## config.mk

```make
export PLATFORM = sky130hd
export DESIGN_NAME = cue_aim_ctrl
export DESIGN_NICKNAME = d
export VERILOG_FILES = /design/src/rtl/cue_aim_pkg.sv /design/src/rtl/cue_dir_lut.sv /design/src/rtl/cue_aim_ctrl.sv
export SDC_FILE = /design/constraint.sdc
export NUM_CORES = 1
export LEC_CHECK = 0
export ABC_AREA = 1
export CAP_MARGIN = 20
export CORE_MARGIN = 8
export CORE_UTILIZATION = 40
export DETAILED_ROUTE_END_ITERATION = 8
export REMOVE_ABC_BUFFERS = 1
export SYNTH_ARGS = -nofsm -noshare
export SYNTH_HDL_FRONTEND = slang
export SYNTH_SLANG_ARGS = --single-unit
```

## constraint.sdc

```tcl
create_clock -name clk -period 4.86 [get_ports clk]
set_input_delay 0.972 -clock clk [delete_from_list [all_inputs] [get_ports clk]]
set_output_delay 0.972 -clock clk [all_outputs]
set_load 0.01 [all_outputs]
```

## src/rtl/cue_aim_pkg.sv

```systemverilog
// Shared types and Q1.6 direction tables for the cue sight controller.
package cue_aim_pkg;

   typedef enum logic [1:0] {
      ST_IDLE   = 2'd0,
      ST_AIM    = 2'd1,
      ST_CHARGE = 2'd2,
      ST_WAIT   = 2'd3
   } aim_state_t;

   // Fixed-point shift for the Q1.6 direction values
   localparam int Q_SHIFT = 6;

   // round(64*cos(2*pi*k/64)), clipped to the signed 8-bit range 63..-64
   localparam logic signed [7:0] COS_LUT [64] = '{
       8'sd63,  8'sd63,  8'sd63,  8'sd61,  8'sd59,  8'sd56,  8'sd53,  8'sd49,
       8'sd45,  8'sd41,  8'sd36,  8'sd30,  8'sd24,  8'sd19,  8'sd12,   8'sd6,
        8'sd0,  -8'sd6, -8'sd12, -8'sd19, -8'sd24, -8'sd30, -8'sd36, -8'sd41,
      -8'sd45, -8'sd49, -8'sd53, -8'sd56, -8'sd59, -8'sd61, -8'sd63, -8'sd64,
      -8'sd64, -8'sd64, -8'sd63, -8'sd61, -8'sd59, -8'sd56, -8'sd53, -8'sd49,
      -8'sd45, -8'sd41, -8'sd36, -8'sd30, -8'sd24, -8'sd19, -8'sd12,  -8'sd6,
        8'sd0,   8'sd6,  8'sd12,  8'sd19,  8'sd24,  8'sd30,  8'sd36,  8'sd41,
       8'sd45,  8'sd49,  8'sd53,  8'sd56,  8'sd59,  8'sd61,  8'sd63,  8'sd63
   };

   // round(64*sin(2*pi*k/64)), same clipping; +Y is screen-down
   localparam logic signed [7:0] SIN_LUT [64] = '{
        8'sd0,   8'sd6,  8'sd12,  8'sd19,  8'sd24,  8'sd30,  8'sd36,  8'sd41,
       8'sd45,  8'sd49,  8'sd53,  8'sd56,  8'sd59,  8'sd61,  8'sd63,  8'sd63,
       8'sd63,  8'sd63,  8'sd63,  8'sd61,  8'sd59,  8'sd56,  8'sd53,  8'sd49,
       8'sd45,  8'sd41,  8'sd36,  8'sd30,  8'sd24,  8'sd19,  8'sd12,   8'sd6,
        8'sd0,  -8'sd6, -8'sd12, -8'sd19, -8'sd24, -8'sd30, -8'sd36, -8'sd41,
      -8'sd45, -8'sd49, -8'sd53, -8'sd56, -8'sd59, -8'sd61, -8'sd63, -8'sd64,
      -8'sd64, -8'sd64, -8'sd63, -8'sd61, -8'sd59, -8'sd56, -8'sd53, -8'sd49,
      -8'sd45, -8'sd41, -8'sd36, -8'sd30, -8'sd24, -8'sd19, -8'sd12,  -8'sd6
   };

endpackage

```

## src/rtl/cue_dir_lut.sv

```systemverilog
// Angle to unit-direction lookup; coarser angle resolutions stride the 64-entry tables.
module cue_dir_lut
   import cue_aim_pkg::*;
#(
   parameter int ANGLE_BITS = 5
) (
   input  logic [ANGLE_BITS-1:0] angle,
   output logic signed [7:0]     cos_val,
   output logic signed [7:0]     sin_val
);

   logic [5:0] idx;

   assign idx     = 6'(angle) << (6 - ANGLE_BITS);
   assign cos_val = COS_LUT[idx];
   assign sin_val = SIN_LUT[idx];

endmodule

```

## src/rtl/cue_aim_ctrl.sv

```systemverilog
// Cue sight placement, angle control and shot launch, advanced once per video frame.
//
// state     | meaning
// ----------+-----------------------------------------------------------
// ST_IDLE   | sight hidden, waiting for all balls to stop
// ST_AIM    | sight shown, left/right rotate it, Enter starts charging
// ST_CHARGE | sight shown, power ramps while Enter is held
// ST_WAIT   | shot launched, waiting for motion or the frame timeout
module cue_aim_ctrl
   import cue_aim_pkg::*;
#(
   parameter int W             = 11,
   parameter int ANGLE_BITS    = 5,
   parameter int RADIUS        = 40,
   parameter int CENTER_OFS    = 12,
   parameter int RESET_X       = 440,
   parameter int RESET_Y       = 224,
   parameter int POWER_BITS    = 6,
   parameter int POWER_STEP    = 2,
   parameter int POWER_MAX     = 63,
   parameter int REPEAT_FRAMES = 4,
   parameter int WAIT_TIMEOUT  = 30
) (
   input  logic                  clk,
   input  logic                  resetN,
   input  logic                  startOfFrame,
   input  logic                  stop0,
   input  logic                  keyLeft,
   input  logic                  keyRight,
   input  logic                  keyEnter,
   input  logic signed [W-1:0]   topLeftX_WhiteBall,
   input  logic signed [W-1:0]   topLeftY_WhiteBall,
   output logic signed [W-1:0]   topLeftX,
   output logic signed [W-1:0]   topLeftY,
   output logic                  sightVisible,
   output logic                  shotValid,
   output logic signed [7:0]     shotDirX,
   output logic signed [7:0]     shotDirY,
   output logic [POWER_BITS-1:0] shotPower
);

   localparam int RW  = $clog2(REPEAT_FRAMES + 1);
   localparam int WTW = $clog2(WAIT_TIMEOUT + 1);
   localparam int PW1 = POWER_BITS + 1;

   localparam logic [RW-1:0]         REP_LOAD  = RW'(REPEAT_FRAMES - 1);
   localparam logic [WTW-1:0]        WAIT_LOAD = WTW'(WAIT_TIMEOUT - 1);
   localparam logic signed [15:0]    RAD16     = 16'(RADIUS);

   aim_state_t            state, state_n;
   logic [ANGLE_BITS-1:0] angle, angle_n;
   logic [RW-1:0]         rep_cnt, rep_n;
   logic [WTW-1:0]        wait_cnt, wait_n;
   logic [POWER_BITS-1:0] power, power_n;
   logic [PW1-1:0]        pwr_sum;

   logic signed [W-1:0]   x_n, y_n, pos_x, pos_y;
   logic                  vis_n, valid_n;
   logic signed [7:0]     dirx_n, diry_n;
   logic [POWER_BITS-1:0] spow_n;

   logic signed [7:0]     lut_cos, lut_sin;
   logic signed [15:0]    prod_x, prod_y;

   // Direction follows the next angle so a step shows up in the same frame's sight
   cue_dir_lut #(
      .ANGLE_BITS (ANGLE_BITS)
   ) u_dir_lut (
      .angle   (angle_n),
      .cos_val (lut_cos),
      .sin_val (lut_sin)
   );

   assign prod_x  = 16'(lut_cos) * RAD16;
   assign prod_y  = 16'(lut_sin) * RAD16;
   assign pos_x   = topLeftX_WhiteBall + W'(CENTER_OFS) + W'(prod_x >>> Q_SHIFT);
   assign pos_y   = topLeftY_WhiteBall + W'(CENTER_OFS) + W'(prod_y >>> Q_SHIFT);
   assign pwr_sum = {1'b0, power} + PW1'(POWER_STEP);

   // Angle stepping with auto-repeat; only a single held key in AIM steps the angle
   always_comb begin
      angle_n = angle;
      rep_n   = rep_cnt;
      if (startOfFrame) begin
         if (state == ST_AIM && stop0 && !keyEnter && (keyLeft ^ keyRight)) begin
            if (rep_cnt == '0) begin
               angle_n = keyRight ? angle + ANGLE_BITS'(1) : angle - ANGLE_BITS'(1);
               rep_n   = REP_LOAD;
            end else begin
               rep_n = rep_cnt - RW'(1);
            end
         end else begin
            rep_n = '0;
         end
      end
   end

   // Next-state, power, wait timer and registered-output values
   always_comb begin
      state_n = state;
      power_n = power;
      wait_n  = wait_cnt;
      x_n     = topLeftX;
      y_n     = topLeftY;
      vis_n   = sightVisible;
      valid_n = 1'b0;
      dirx_n  = shotDirX;
      diry_n  = shotDirY;
      spow_n  = shotPower;
      if (startOfFrame) begin
         case (state)
            ST_IDLE: begin
               if (stop0) state_n = ST_AIM;
            end
            ST_AIM: begin
               if (!stop0) begin
                  state_n = ST_IDLE;
                  power_n = '0;
               end else if (keyEnter) begin
                  state_n = ST_CHARGE;
                  power_n = POWER_BITS'(POWER_STEP);
               end
            end
            ST_CHARGE: begin
               if (!stop0) begin
                  state_n = ST_IDLE;
                  power_n = '0;
               end else if (!keyEnter) begin
                  state_n = ST_WAIT;
                  valid_n = 1'b1;
                  dirx_n  = lut_cos;
                  diry_n  = lut_sin;
                  spow_n  = power;
                  power_n = '0;
                  wait_n  = WAIT_LOAD;
               end else if (pwr_sum > PW1'(POWER_MAX)) begin
                  power_n = POWER_BITS'(POWER_MAX);
               end else begin
                  power_n = pwr_sum[POWER_BITS-1:0];
               end
            end
            ST_WAIT: begin
               // Timeout stops a zero-motion shot from parking the controller here
               if (!stop0 || wait_cnt == '0) begin
                  state_n = ST_IDLE;
               end else begin
                  wait_n = wait_cnt - WTW'(1);
               end
            end
            default: state_n = ST_IDLE;
         endcase
         vis_n = (state_n == ST_AIM) || (state_n == ST_CHARGE);
         if (vis_n) begin
            x_n = pos_x;
            y_n = pos_y;
         end
      end
   end

   // State and output registers
   always_ff @(posedge clk or negedge resetN) begin
      if (!resetN) begin
         state        <= ST_IDLE;
         angle        <= '0;
         rep_cnt      <= '0;
         wait_cnt     <= '0;
         power        <= '0;
         topLeftX     <= W'(RESET_X);
         topLeftY     <= W'(RESET_Y);
         sightVisible <= 1'b0;
         shotValid    <= 1'b0;
         shotDirX     <= '0;
         shotDirY     <= '0;
         shotPower    <= '0;
      end else begin
         state        <= state_n;
         angle        <= angle_n;
         rep_cnt      <= rep_n;
         wait_cnt     <= wait_n;
         power        <= power_n;
         topLeftX     <= x_n;
         topLeftY     <= y_n;
         sightVisible <= vis_n;
         shotValid    <= valid_n;
         shotDirX     <= dirx_n;
         shotDirY     <= diry_n;
         shotPower    <= spow_n;
      end
   end

endmodule

```

==> Word level (Yosys, flattened, before mapping) <==
Memories as Yosys holds them, arrays and structs flattened.
Index checks and enable logic that the tools add are counted.
{ "word_totals": {"ff_bits": 67, "rom_bits": 1024, "output_inout_bits": 46, "elab_cells": 87, "n_memories": 2} }
{ "classes": {"n_addsub": 9, "multipliers": 2, "n_lt_le_gt_ge": 2, "n_eq_ne": 9, "n_mux": 32, "n_bitwise": 3, "n_reduce_logical": 16} }
{ "memory_table": {"columns": ["name", "depth", "word_bits", "rd", "rd_ports_with_merged_regs", "wr", "line", "rtl"], "rows": [
  ["(name not given)", 64, 8, 1, 0, 0, "cue_dir_lut.sv:16", "assign sin_val = SIN_LUT[idx];"],
  ["(name not given)", 64, 8, 1, 0, 0, "cue_dir_lut.sv:15", "assign cos_val = COS_LUT[idx];"]
]} }
{ "ops": {"columns": ["cell", "n"], "rows": [
  ["5-bit 2-to-1 mux", 7],
  ["8-bit 2-to-1 mux", 4],
  ["6-bit 2-to-1 mux", 5],
  ["8-bit by 4-bit multiplier with 12-bit output (second input constant)", 2],
  ["11-bit by 5-bit adder with 11-bit output (second input constant)", 2],
  ["11-bit by 9-bit adder with 11-bit output", 2],
  ["2-bit 2-to-1 mux", 7],
  ["6-bit one-hot mux with 2 select lines", 1],
  ["5-bit one-hot mux with 2 select lines", 1],
  ["5-bit by 1-bit subtractor with 5-bit output (second input constant)", 2],
  ["2-bit one-hot mux with 4 select lines", 1],
  ["6-bit by 2-bit adder with 7-bit output (second input constant)", 1],
  ["7-bit greater-or-equal comparator (second input constant)", 1],
  ["7-bit by 6-bit > comparator with 1-bit output (second input constant)", 1],
  ["6-bit inverter with 7-bit output", 1],
  ["2-bit == test (second input constant)", 3],
  ["3-bit 2-to-1 mux", 2],
  ["2-bit inequality test (second input constant)", 3],
  ["5-bit by 1-bit adder with 5-bit output (second input constant)", 1],
  ["5-bit logical NOT", 1],
  ["5-bit AND reduction", 1],
  ["2-bit by 1-bit == test with 1-bit output (second input constant)", 2],
  ["1-bit 2-to-1 mux", 4],
  ["4-bit AND reduction", 1],
  ["other kinds (12)", 17]
]} }

==> Longest topological paths before layout <==
Gate-level depths: netlist (run 1).
{ "depth": {"word_depth": 12, "depth_mapped": 35, "mapped_depth_nobuf": 35} }

==> Cells and area by module <==
Synthesis (run 1) repeated with hierarchy kept, for this count alone.
{ "unflattened": {"hier_cells": 791, "area_unflattened_um2": 5815.6} }
{ "by_module_without_submodules": {"columns": ["mod", "instances", "cells_per_inst", "area_per_inst_um2", "seq_area_each_um2"], "rows": [
  ["cue_aim_ctrl", 1, 661, 5167.5, 1686.6],
  ["cue_dir_lut", 1, 130, 648.1, 0.0]
]} }

==> Least setup slack after synthesis (run 1) <==
OpenSTA, ideal clock, no wires.
{ "synth_timing": {"kind": "input port to flip-flop", "start": "input keyRight", "end": "register topLeftX[8]", "t_arrival_ns": 5.373, "required_ns": 4.779, "slack_ns": -0.594, "path_stages": 28, "path_buffers": 0, "cell_sequence": "fa_1 > o21ai_2 > inv_1 > ha_1 > or2_2 > nand3_1 > o21ai_0 > nand2_1 > nand2_1 > inv_1 > ha_1 > ha_1 > a21oi_1 > nand2_1 > a21oi_1 > o21ai_0 > xor2_1 > ha_1 > ha_1 > a21oi_1 > o21ai_0 > a21o_1 > nand2_1 > nand2_1 > a21oi_1 > nor2_1 > o21ai_0 > nand2_1"} }
{ "synth_between": {"elab_chain_len": 10, "word_cells_on_any_way": 12, "classes_between": "add/sub: 1; mul: 1; mux: 6; bitwise: 2; reduce/logical: 1; memory: 1"} }
{ "synth_lines": {"columns": ["item", "line", "rtl"], "rows": [
  ["start: declaration", "cue_aim_ctrl.sv:29", "input logic keyRight,"],
  ["5-bit 2-to-1 mux / 1-bit bitwise XOR (equally long branches)", "cue_aim_ctrl.sv:87, cue_aim_ctrl.sv:85", null],
  ["5-bit 2-to-1 mux / 1-bit logical AND (equally long branches)", "cue_aim_ctrl.sv:86, cue_aim_ctrl.sv:85", null],
  ["5-bit 2-to-1 mux (*)", "cue_aim_ctrl.sv:85", "if (state == ST_AIM && stop0 && !keyEnter && (keyLeft ^ keyRight)) begin"],
  ["5-bit 2-to-1 mux (*)", "cue_aim_ctrl.sv:84", "if (startOfFrame) begin"],
  ["named net angle_n[1]", "cue_aim_ctrl.sv:51", "logic [ANGLE_BITS-1:0] angle, angle_n;"],
  ["6-bit inverter with 7-bit output (not written as such) (*)", "cue_dir_lut.sv:15", null],
  ["memory 64 x 8 bit (*)", null, null],
  ["8-bit 2-to-1 mux (not written as such) (*) (2 in series)", "cue_dir_lut.sv:15", null],
  ["named net lut_cos[3]", "cue_aim_ctrl.sv:62", "logic signed [7:0] lut_cos, lut_sin;"],
  ["8-bit by 4-bit multiplier with 12-bit output (*)", "cue_aim_ctrl.sv:74", "assign prod_x = 16'(lut_cos) * RAD16;"],
  ["11-bit by 9-bit adder with 11-bit output (*)", "cue_aim_ctrl.sv:76", "assign pos_x = topLeftX_WhiteBall + W'(CENTER_OFS) + W'(prod_x >>> Q_SHIFT);"],
  ["end signal: assignment", "cue_aim_ctrl.sv:168", "topLeftX <= W'(RESET_X);"],
  ["end signal: assignment", "cue_aim_ctrl.sv:181", "topLeftX <= x_n;"],
  ["end: declaration", "cue_aim_ctrl.sv:33", "output logic signed [W-1:0] topLeftX,"]
]} }
Mark *: on every way through the listed nets, which the timed path passes. The rest lies on a longest branch. The select of a mux whose other input is x is not followed.
A chain may end at the register's enable or synchronous reset.

==> Worst setup path in the final report (run 1) <==
{ "layout_timing": {"start": "input keyRight", "end": "register shotDirX[3]"} }
{ "layout_between": {"elab_chain_len": 8, "word_cells_on_any_way": 10, "classes_between": "mux: 6; bitwise: 2; reduce/logical: 1; memory: 1"} }
{ "layout_lines": {"columns": ["item", "line", "rtl"], "rows": [
  ["5-bit 2-to-1 mux / 1-bit bitwise XOR (equally long branches)", "cue_aim_ctrl.sv:87, cue_aim_ctrl.sv:85", null],
  ["5-bit 2-to-1 mux / 1-bit logical AND (equally long branches)", "cue_aim_ctrl.sv:86, cue_aim_ctrl.sv:85", null],
  ["5-bit 2-to-1 mux (*)", "cue_aim_ctrl.sv:85", null],
  ["5-bit 2-to-1 mux (*)", "cue_aim_ctrl.sv:84", null],
  ["named net angle_n[1]", "cue_aim_ctrl.sv:51", null],
  ["6-bit inverter with 7-bit output (not written as such) (*)", "cue_dir_lut.sv:15", null],
  ["memory 64 x 8 bit (*)", null, null],
  ["8-bit 2-to-1 mux (not written as such) (*) (2 in series)", "cue_dir_lut.sv:15", null],
  ["end signal: assignment", "cue_aim_ctrl.sv:185", "shotDirX <= dirx_n;"],
  ["end: declaration", "cue_aim_ctrl.sv:37", "output logic signed [7:0] shotDirX,"]
]} }
Marks and branches as above.

==> results of run 1 <==
worst reg2reg max path: cells and delay by family (launching register included):
kind,cells,cell delay [ns]
flip-flops,1,0.37
adder cells (fa/ha/maj),2,0.42
AO/OA/AOI/OAI,3,0.36
buffers and inverters,27,3.37
AND/OR/NAND/NOR,6,0.55
logic make-up (layout without fill, tap and decap cells):
logic type / Yosys count / count (layout)
AND/OR/NAND/NOR: 289 / 289
AO/OA/AOI/OAI: 123 / 123
flip-flops: 65 / 65
buffers and inverters: 103 / 405
adder cells (fa/ha/maj): 85 / 85
XOR/XNOR: 28 / 28
flip-flops by register name, summed over array words and instances (netlist names):
register / count
topLeftX: 11
topLeftY: 11
shotDirX: 7
shotDirY: 7
power: 6
shotPower: 6
angle: 5
wait_cnt: 5
rep_cnt: 3
state: 2
shotValid: 1
sightVisible: 1
how the worst max path moves through the flow:
stage                    to  slack, ns  depth (start not counted)
2_1_floorplan   topLeftY[8]      -0.78                         31
3_3_place_gp    topLeftX[8]      -1.32                         30
3_5_place_dp   topLeftX[10]      -1.41                         32
4_1_cts        topLeftX[10]      -0.16                         33
5_1_grt        topLeftX[10]      -0.52                         33
6_report        shotDirX[3]      -0.41                         33
stage by stage:
step	setup WS (ns)	TNS [ns]	utilization [%]
after floorplan	-0.780	-7.22	-
after global placement	-1.32	-18.33	54.5
after detailed placement	-1.41	-20.05	54.5
after CTS	-0.163	-0.880	68.1
after global routing	-0.517	-5.24	72.0
final	-0.407	-2.39	72.0
cell usage after synthesis (2+ instances only):
| cell type | n |
|---|---|
| buf_6 | 2 |
| dfstp_2 | 8 |
| buf_4 | 6 |
| a31oi_1 | 4 |
| nor3_1 | 3 |
| a22o_1 | 2 |
| and2_1 | 2 |
| inv_1 | 85 |
| o21ai_0 | 49 |
| or2_2 | 2 |
| nand2_2 | 3 |
| dfrtp_1 | 57 |
| nand2_1 | 200 |
| xor2_1 | 13 |
| o21a_1 | 2 |
| a211oi_1 | 2 |
| nand4_1 | 5 |
| fa_1 | 5 |
| nor2_1 | 28 |
| clkbuf_1 | 5 |
| a21oi_1 | 37 |
| a21o_1 | 2 |
| o22ai_1 | 3 |
| nand3_1 | 42 |
| o21ai_2 | 3 |
| o211ai_1 | 6 |
| o21ai_1 | 9 |
| xnor2_1 | 15 |
| ha_1 | 80 |
| buf_2 | 3 |
final cells by class:
type / count / area, um^2 / area share [%]
sequential: 65 / 1640 / 17.4
multi-input combinational: 525 / 4370 / 46.4
tap: 176 / 220 / 2.34
clock buffer: 9 / 225 / 2.39
clock inverter: 7 / 61.3 / 0.651
inverter: 86 / 340 / 3.61
timing repair buffer: 303 / 2570 / 27.3
per-layer routing:
layer / vias up / GRT usage (%) / share of wire, %
li1: 2866 / - / -
met1: 2897 / 22.7 / 39
met2: 187 / 37.2 / 53
met3: 60 / 4.99 / 4.5
met4: 0 / 9.36 / 3.7
met5: - / 0 / 0
repair_timing:
item,CTS,global route
cloned,0,1
pin swaps,107,38
buffers inserted,86,16
resized for setup,201,70
endpoints found under the hold margin,0,0
setup endpoints to repair,18,18
==> metrics, run 1 <==
outcome complete, but fails checks; failing checks setup timing; post-synthesis xor/xnor area fraction 4.62%; sum of buffers and inverters on the critical path 26; H-tree depth 3; Synth area leaders dfrtp_1, ha_1, nand2_1; total number of vias 6010; I/O pins 75; CTS tree done; Inst Count DP 1054; Die Y 131 um; CTS Buf Count 9; relative slew slack 51.7%; leading area contributor after synthesis dfrtp_1; CP delay by family, top buffers and inverters; die area 0.0172 mm^2; Std-Cell Rows 42; max cap viols 0; Ys Warns 0; post-synthesis mux area share 0%; Crit. End Element flip-flop; post-detail-place hpwl 11200 um; GRT Overall Usage 20.7%; CP max stage cell fa_2; Mean Syn Cell Area 7.66 um^2; Clk Latency, worst-skew pair 0.35 ns; maximum number of pins on one net before global-route repair 40; fill cell count 882; WHS Endpoint topLeftX[7]; clock root cell clkbuf_16; FF-to-FF End shotDirX[3]; PortBufs 74; layout cell share with drive strength beyond 1 44.3%; worst endpoint required time 5.10 ns; Yosys cell types 40; Pre-antenna DRT Iters 5; Crit. Startpoint keyRight; hold path depth 2; antenna-violating nets left 0; Simple-Gate Fraction of Synth Area 22.7%; Seq cells post-synth 65; placed instance area 0.00713 mm^2; die width 131 um; most used cell, CP buf_4; post-route cell area 0.00942 mm^2; fmax 190 MHz; sequential area share after synthesis 30.8%; Final WS setup -0.407 ns; pins over their slew limit 0; commonest non-fill, non-tap cell in the layout buf_4; residual DRC count 0; share of flip-flops with an asynchronous set or reset 100%; commonest non-fill, non-tap cells in the layout buf_4, nand2_1, inv_1, clkdlybuf4s50_1, dfrtp_1; CTS max path bufs 2; Reg2Reg Setup Slack -0.30 ns; initial antenna violation count 0; final std cells w/o fill 1171; CP Max Fanout 4; Synth Area in Compound Gates 13.1%; Diodes inserted 0; Tcrit/Tclk final 108%; Slew @ Worst Pin 0.725 ns; mapped cell area 0.00531 mm^2; # clock sinks 65; routed len/inst 16.7 um; Vias/cell 5.13; Layout area overhead 77.5%; clk slew on worst S/H paths 0.06 ns; cts hold-fix bufs 0; critical hold path startpoint topLeftX[7]; GPL Wtd Cong 0.860; startpoint types input pin; first-pass GRT wire length 29300 um; vias in the first global route 6201; Setup violations, final 13; DRT iter0 DRCs 441; HP Class reg -> reg; post-synth top area share 26.9%; final WL 19500 um; Worst R2R Path Depth 38; core box area 0.0131 mm^2; Clock Skews 0.00876 ns; Post-Synth Adder-Cell Area 20.7%; largest family of logic cells by synthesized area simple AND/OR/NAND/NOR gates; EDFF count, synth 0; hold slack final 0.473 ns; reg2reg start state[1]; Tmin final 5.27 ns; global route overflow 0; max incr delay on CP 0.55 ns; Arr. time, crit path 5.51 ns; Final Hold Fails 0; cell count after synthesis 693; Top FF cell, synth dfrtp_1; layout net count 1104; unrepaired setup endpoints after global routing true; critical path class in -> reg; Initial Util 40.6%
Power of run 1 is not shown: default switching activity piles up to over one toggle a cycle in this logic, so the estimate is an artifact.
==> run 2: changes to the inputs <==
--- a/config.mk
+++ b/config.mk
@@ -11,6 +11,7 @@
 export CORE_UTILIZATION = 40
 export DETAILED_ROUTE_END_ITERATION = 8
 export REMOVE_ABC_BUFFERS = 1
+export SKIP_LAST_GASP = 1
 export SYNTH_ARGS = -nofsm -noshare
 export SYNTH_HDL_FRONTEND = slang
 export SYNTH_SLANG_ARGS = --single-unit
==> metrics, run 2 (synthesis gave the netlist of run 1 again) <==
final WL 18600 um (-4.6%); CTS max path bufs 2 (unchanged); clock root cell clkbuf_16; outcome complete, but fails checks; Crit. Startpoint keyRight; most used cell, CP buf_4; layout cell share with drive strength beyond 1 44.2% (-0.17 points); Final WS setup -0.379 ns (+0.0282 ns); initial antenna violation count 0 (unchanged); I/O pins 75 (unchanged); CTS Buf Count 9 (unchanged); Clk Latency, worst-skew pair 0.35 ns (about the same); PortBufs 74 (unchanged); die area 0.0172 mm^2 (unchanged); vias in the first global route 6177 (-0.39%); Tmin final 5.24 ns (-0.0282 ns); # clock sinks 65 (unchanged); GPL Wtd Cong 0.860 (unchanged); Initial Util 40.6% (unchanged); max incr delay on CP 0.59 ns (+0.04 ns); fmax 191 MHz (+0.54%); hold path depth 2 (unchanged); GRT Overall Usage 20.8% (+0.041 points); H-tree depth 3 (unchanged); CTS tree done; CP max stage cell fa_2; reg2reg start state[1]; Std-Cell Rows 42 (unchanged); Diodes inserted 0 (unchanged); relative slew slack 53.1% (+1.4 points); routed len/inst 15.9 um (-4.4%); total number of vias 5868 (-2.4%); pins over their slew limit 0 (unchanged); critical hold path startpoint topLeftX[7]; max cap viols 0 (unchanged); Clock Skews 0.00578 ns (-0.00298 ns); post-detail-place hpwl 11200 um (unchanged); maximum number of pins on one net before global-route repair 40 (unchanged); unrepaired setup endpoints after global routing true; cts hold-fix bufs 0 (unchanged); core box area 0.0131 mm^2 (unchanged); DRT iter0 DRCs 415 (-5.9%); Layout area overhead 75.4%; worst endpoint required time 5.10 ns (about the same); Die Y 131 um (unchanged); commonest non-fill, non-tap cell in the layout buf_4; commonest non-fill, non-tap cells in the layout buf_4, nand2_1, inv_1, clkdlybuf4s50_1, dfrtp_1; layout net count 1101 (-0.27%); HP Class reg -> reg; Slew @ Worst Pin 0.704 ns (-0.0210 ns); critical path class in -> reg; Vias/cell 5.02 (-2.1%); Final Hold Fails 0 (unchanged); residual DRC count 0 (unchanged); startpoint types input pin; first-pass GRT wire length 29400 um (+0.24%); failing checks setup timing; Arr. time, crit path 5.48 ns (-0.03 ns); Crit. End Element flip-flop; setup TNS -2.25 ns (+0.139 ns); clk slew on worst S/H paths 0.07 ns (about the same); global route overflow 0 (unchanged); biggest regs topLeftX: 11 flops, topLeftY: 11 flops; antenna-violating nets left 0 (unchanged); die width 131 um (unchanged); Worst R2R Path Depth 38 (unchanged); Pre-antenna DRT Iters 6 (+1); Setup violations, final 11 (-2); fill cell count 901 (+2.2%); CP Max Fanout 4 (unchanged); Tcrit/Tclk final 108% (-0.58 points)
[run 2: cell count changes in the layout (fill, tap and decap cells not counted), moves of 2 or more]
| cell | delta |
|---|---|
| inv_2 | +2 |
| nand2_1 | -3 |
| buf_4 | -2 |
| ha_1 | +2 |
| ha_4 | -2 |
| nand2_2 | +5 |
| nand3_1 | +5 |
| buf_8 | -2 |
| nand3_2 | -5 |
| nor2_2 | +2 |
| inv_1 | -3 |
| nand2_4 | -2 |
[run 2: worst paths after layout]
check                                   end  slack [ns]
max in group asynchronous       topLeftX[5]        3.21
worst max register to register  shotDirX[3]       -0.25
worst min-delay path            topLeftX[7]        0.47
min in group asynchronous       topLeftX[9]        0.66
worst min register to register  topLeftX[7]        0.47
worst max-delay path            shotDirX[3]       -0.38
[run 2: metrics by stage]
step / area [um^2] / cells / hold slack, ns / utilization (%) / setup slack [ns]
after detailed placement: 7130 / 1054 / 0.462 / 54.5 / -1.41
after CTS: 8890 / 1154 / 0.472 / 67.9 / -0.163
after global routing: 9310 / 1168 / 0.495 / 71.2 / -0.523
final: 9310 / 1168 / 0.471 / 71.2 / -0.379
after global placement: 7130 / 1054 / 0.463 / 54.5 / -1.32
after floorplan: 5200 / 676 / 0.457 / - / -0.780
[run 2: final cells by class]
| cell class | count | area, um^2 | share of cell area, % |
|---|---|---|---|
| Inverter | 86 | 343 | 3.68 |
| Sequential cell | 65 | 1640 | 17.6 |
| Clock buffer | 9 | 225 | 2.42 |
| Clock inverter | 7 | 61.3 | 0.658 |
| Multi-Input combinational cell | 525 | 4300 | 46.2 |
| Timing Repair Buffer | 300 | 2520 | 27.1 |
| Tap cell | 176 | 220 | 2.36 |
[run 2: layer usage]
metal | up-vias | part of all wire (%) | wire length (um) | global-route usage (%)
met3 | 50 | 4.6 | 856 | 4.88
met2 | 176 | 52 | 9770 | 37.6
met1 | 2774 | 39 | 7350 | 22.7
met5 | - | 0 | 0 | 0
met4 | 0 | 3.5 | 648 | 8.91
li1 | 2868 | - | - | -
[run 2: worst max-delay path: cells and delay by family]
| family | cells | cell delay [ns] |
|---|---|---|
| AND/OR/NAND/NOR | 2 | 0.14 |
| adder cells (fa/ha/maj) | 2 | 0.85 |
| buffers and inverters | 26 | 3.15 |
| AO/OA/AOI/OAI | 3 | 0.38 |
[run 2: what timing repair did]
item | 4_1_cts | 5_1_grt
setup buffers | 86 | 16
resized for setup | 197 | 70
pin swaps | 107 | 55
setup endpoints to repair | 18 | 18
Power of run 2 is left out for the same reason.
==> run 3: changes to the inputs <==
--- a/config.mk
+++ b/config.mk
@@ -11,6 +11,7 @@
 export CORE_UTILIZATION = 40
 export DETAILED_ROUTE_END_ITERATION = 8
 export REMOVE_ABC_BUFFERS = 1
+export SETUP_SLACK_MARGIN = 0.4
 export SKIP_LAST_GASP = 1
 export SYNTH_ARGS = -nofsm -noshare
 export SYNTH_HDL_FRONTEND = slang
==> metrics, run 3 (synthesis gave the netlist of run 1 again) <==
commonest non-fill, non-tap cell in the layout buf_4; Setup violations, final 15 (+4); CP max stage cell fa_2; fmax 190 MHz (-0.67%); I/O pins 75 (unchanged); Clk Latency, worst-skew pair 0.35 ns (about the same); global route overflow 0 (unchanged); max incr delay on CP 0.49 ns (-0.10 ns); die area 0.0172 mm^2 (unchanged); placed instance area 0.00713 mm^2 (unchanged); Worst R2R Path Depth 34 (-11%); Initial Util 40.6% (unchanged); Tcrit/Tclk final 109% (+0.72 points); Diodes inserted 0 (unchanged); Clock Skews 0.00559 ns (-0.000187 ns); PortBufs 74 (unchanged); outcome complete, but fails checks; routed len/inst 16.9 um (+6.2%); vias in the first global route 6302 (+2.0%); antenna-violating nets left 0 (unchanged); biggest regs topLeftX: 11 flops, topLeftY: 11 flops; total number of vias 6127 (+4.4%); clk slew on worst S/H paths 0.06 ns (about the same); post-detail-place hpwl 11200 um (unchanged); CTS tree done; critical path class in -> reg; GRT Overall Usage 20.9% (+0.13 points); core box area 0.0131 mm^2 (unchanged); Tmin final 5.27 ns (+0.0351 ns); Vias/cell 5.18 (+3.2%); die width 131 um (unchanged); final std cells w/o fill 1182 (+1.2%); most used cell, CP ha_4; relative slew slack 52.4% (-0.64 points); commonest non-fill, non-tap cells in the layout buf_4, nand2_1, inv_1, clkdlybuf4s50_1, dfrtp_1; clock root cell clkbuf_16; DRT iter0 DRCs 389 (-6.3%); Final WS setup -0.414 ns (-0.0351 ns); post-route cell area 0.00960 mm^2 (+3.1%); GPL Wtd Cong 0.860 (unchanged); utilization after layout 73.4% (+2.2 points); failing checks setup timing; Die Y 131 um (unchanged); residual DRC count 0 (unchanged); CP Max Fanout 4 (unchanged); worst endpoint required time 5.10 ns (about the same); hold slack final 0.471 ns (-0.000356 ns); max cap viols 0 (unchanged); Final Hold Fails 0 (unchanged); maximum number of pins on one net before global-route repair 40 (unchanged); Slew @ Worst Pin 0.714 ns (+0.00960 ns); unrepaired setup endpoints after global routing true; startpoint types input pin; final WL 20000 um (+7.5%); first-pass GRT wire length 29600 um (+0.63%); Arr. time, crit path 5.52 ns (+0.04 ns); initial antenna violation count 0 (unchanged); HP Class reg -> reg; hold path depth 2 (unchanged); Layout area overhead 80.8%; layout net count 1115 (+1.3%); CTS Buf Count 9 (unchanged); cts hold-fix bufs 0 (unchanged); # clock sinks 65 (unchanged); Pre-antenna DRT Iters 5 (-1); Inst Count DP 1054 (unchanged); Crit. End Element flip-flop; Std-Cell Rows 42 (unchanged); CTS max path bufs 2 (unchanged); H-tree depth 3 (unchanged); pins over their slew limit 0 (unchanged); layout cell share with drive strength beyond 1 45.9% (+1.8 points)
[run 3: changes by cell type in the layout (fill, tap and decap cells not counted), moves of 2 or more]
cell and delta:
buf_6 +13, a21oi_2 -5, a21oi_4 +5, xnor2_1 -3, buf_12 -2, buf_4 +2, ha_1 -2, ha_4 +2
nand3_1 -2, o21ai_4 +2, xnor2_2 +2
[run 3: path summary, 6_finish.rpt]
| check | slack (ns) | from | end |
|---|---|---|---|
| hold / removal | 0.47 | topLeftX[4] | topLeftX[4] |
| min in group asynchronous | 0.67 | resetN | topLeftX[9] |
| max in group asynchronous | 3.21 | resetN | topLeftX[5] |
| setup / recovery | -0.41 | keyRight | topLeftY[10] |
| hold reg to reg | 0.47 | topLeftX[4] | topLeftX[4] |
| setup reg to reg | -0.31 | state[1] | topLeftY[10] |
[run 3: what timing repair did]
item                       in CTS  in global routing
setup buffers                  89                 23
resized for setup             224                 80
setup endpoints to repair      20                 20
pin swaps                     120                 74
[run 3: area by class of cell]
class,instances,area (um^2)
Clock buffer,9,225
Tap cell,176,220
Timing Repair Buffer,314,2660
Multi-Input combinational cell,525,4450
Clock inverter,7,61.3
Inverter,86,343
Fill cell,840,3490
Sequential cell,65,1640
[run 3: critical path, delay by kind of cell]
kind	cells	cell delay, ns
buffers and inverters	7	0.81
and+or+nand+nor	14	1.35
adders and majority gates	6	1.70
AOI/OAI and AO/OA	3	0.66
[run 3: per-layer routing]
layer | global-route usage [%] | vias to the layer above | wire [um]
li1 | - | 2889 | -
met1 | 22.8 | 2953 | 7930
met2 | 37.4 | 202 | 10200
met3 | 4.80 | 83 | 912
met4 | 10.3 | 0 | 984
met5 | 0 | - | 0
[run 3: stage by stage]
stage | setup TNS [ns] | setup slack, ns
2_1_floorplan | -7.22 | -0.780
3_5_place_dp | -20.05 | -1.41
4_1_cts | -0.964 | -0.159
6_report | -4.39 | -0.414
5_1_grt | -6.29 | -0.547
3_3_place_gp | -18.33 | -1.32
Power of run 3 is left out for the same reason.
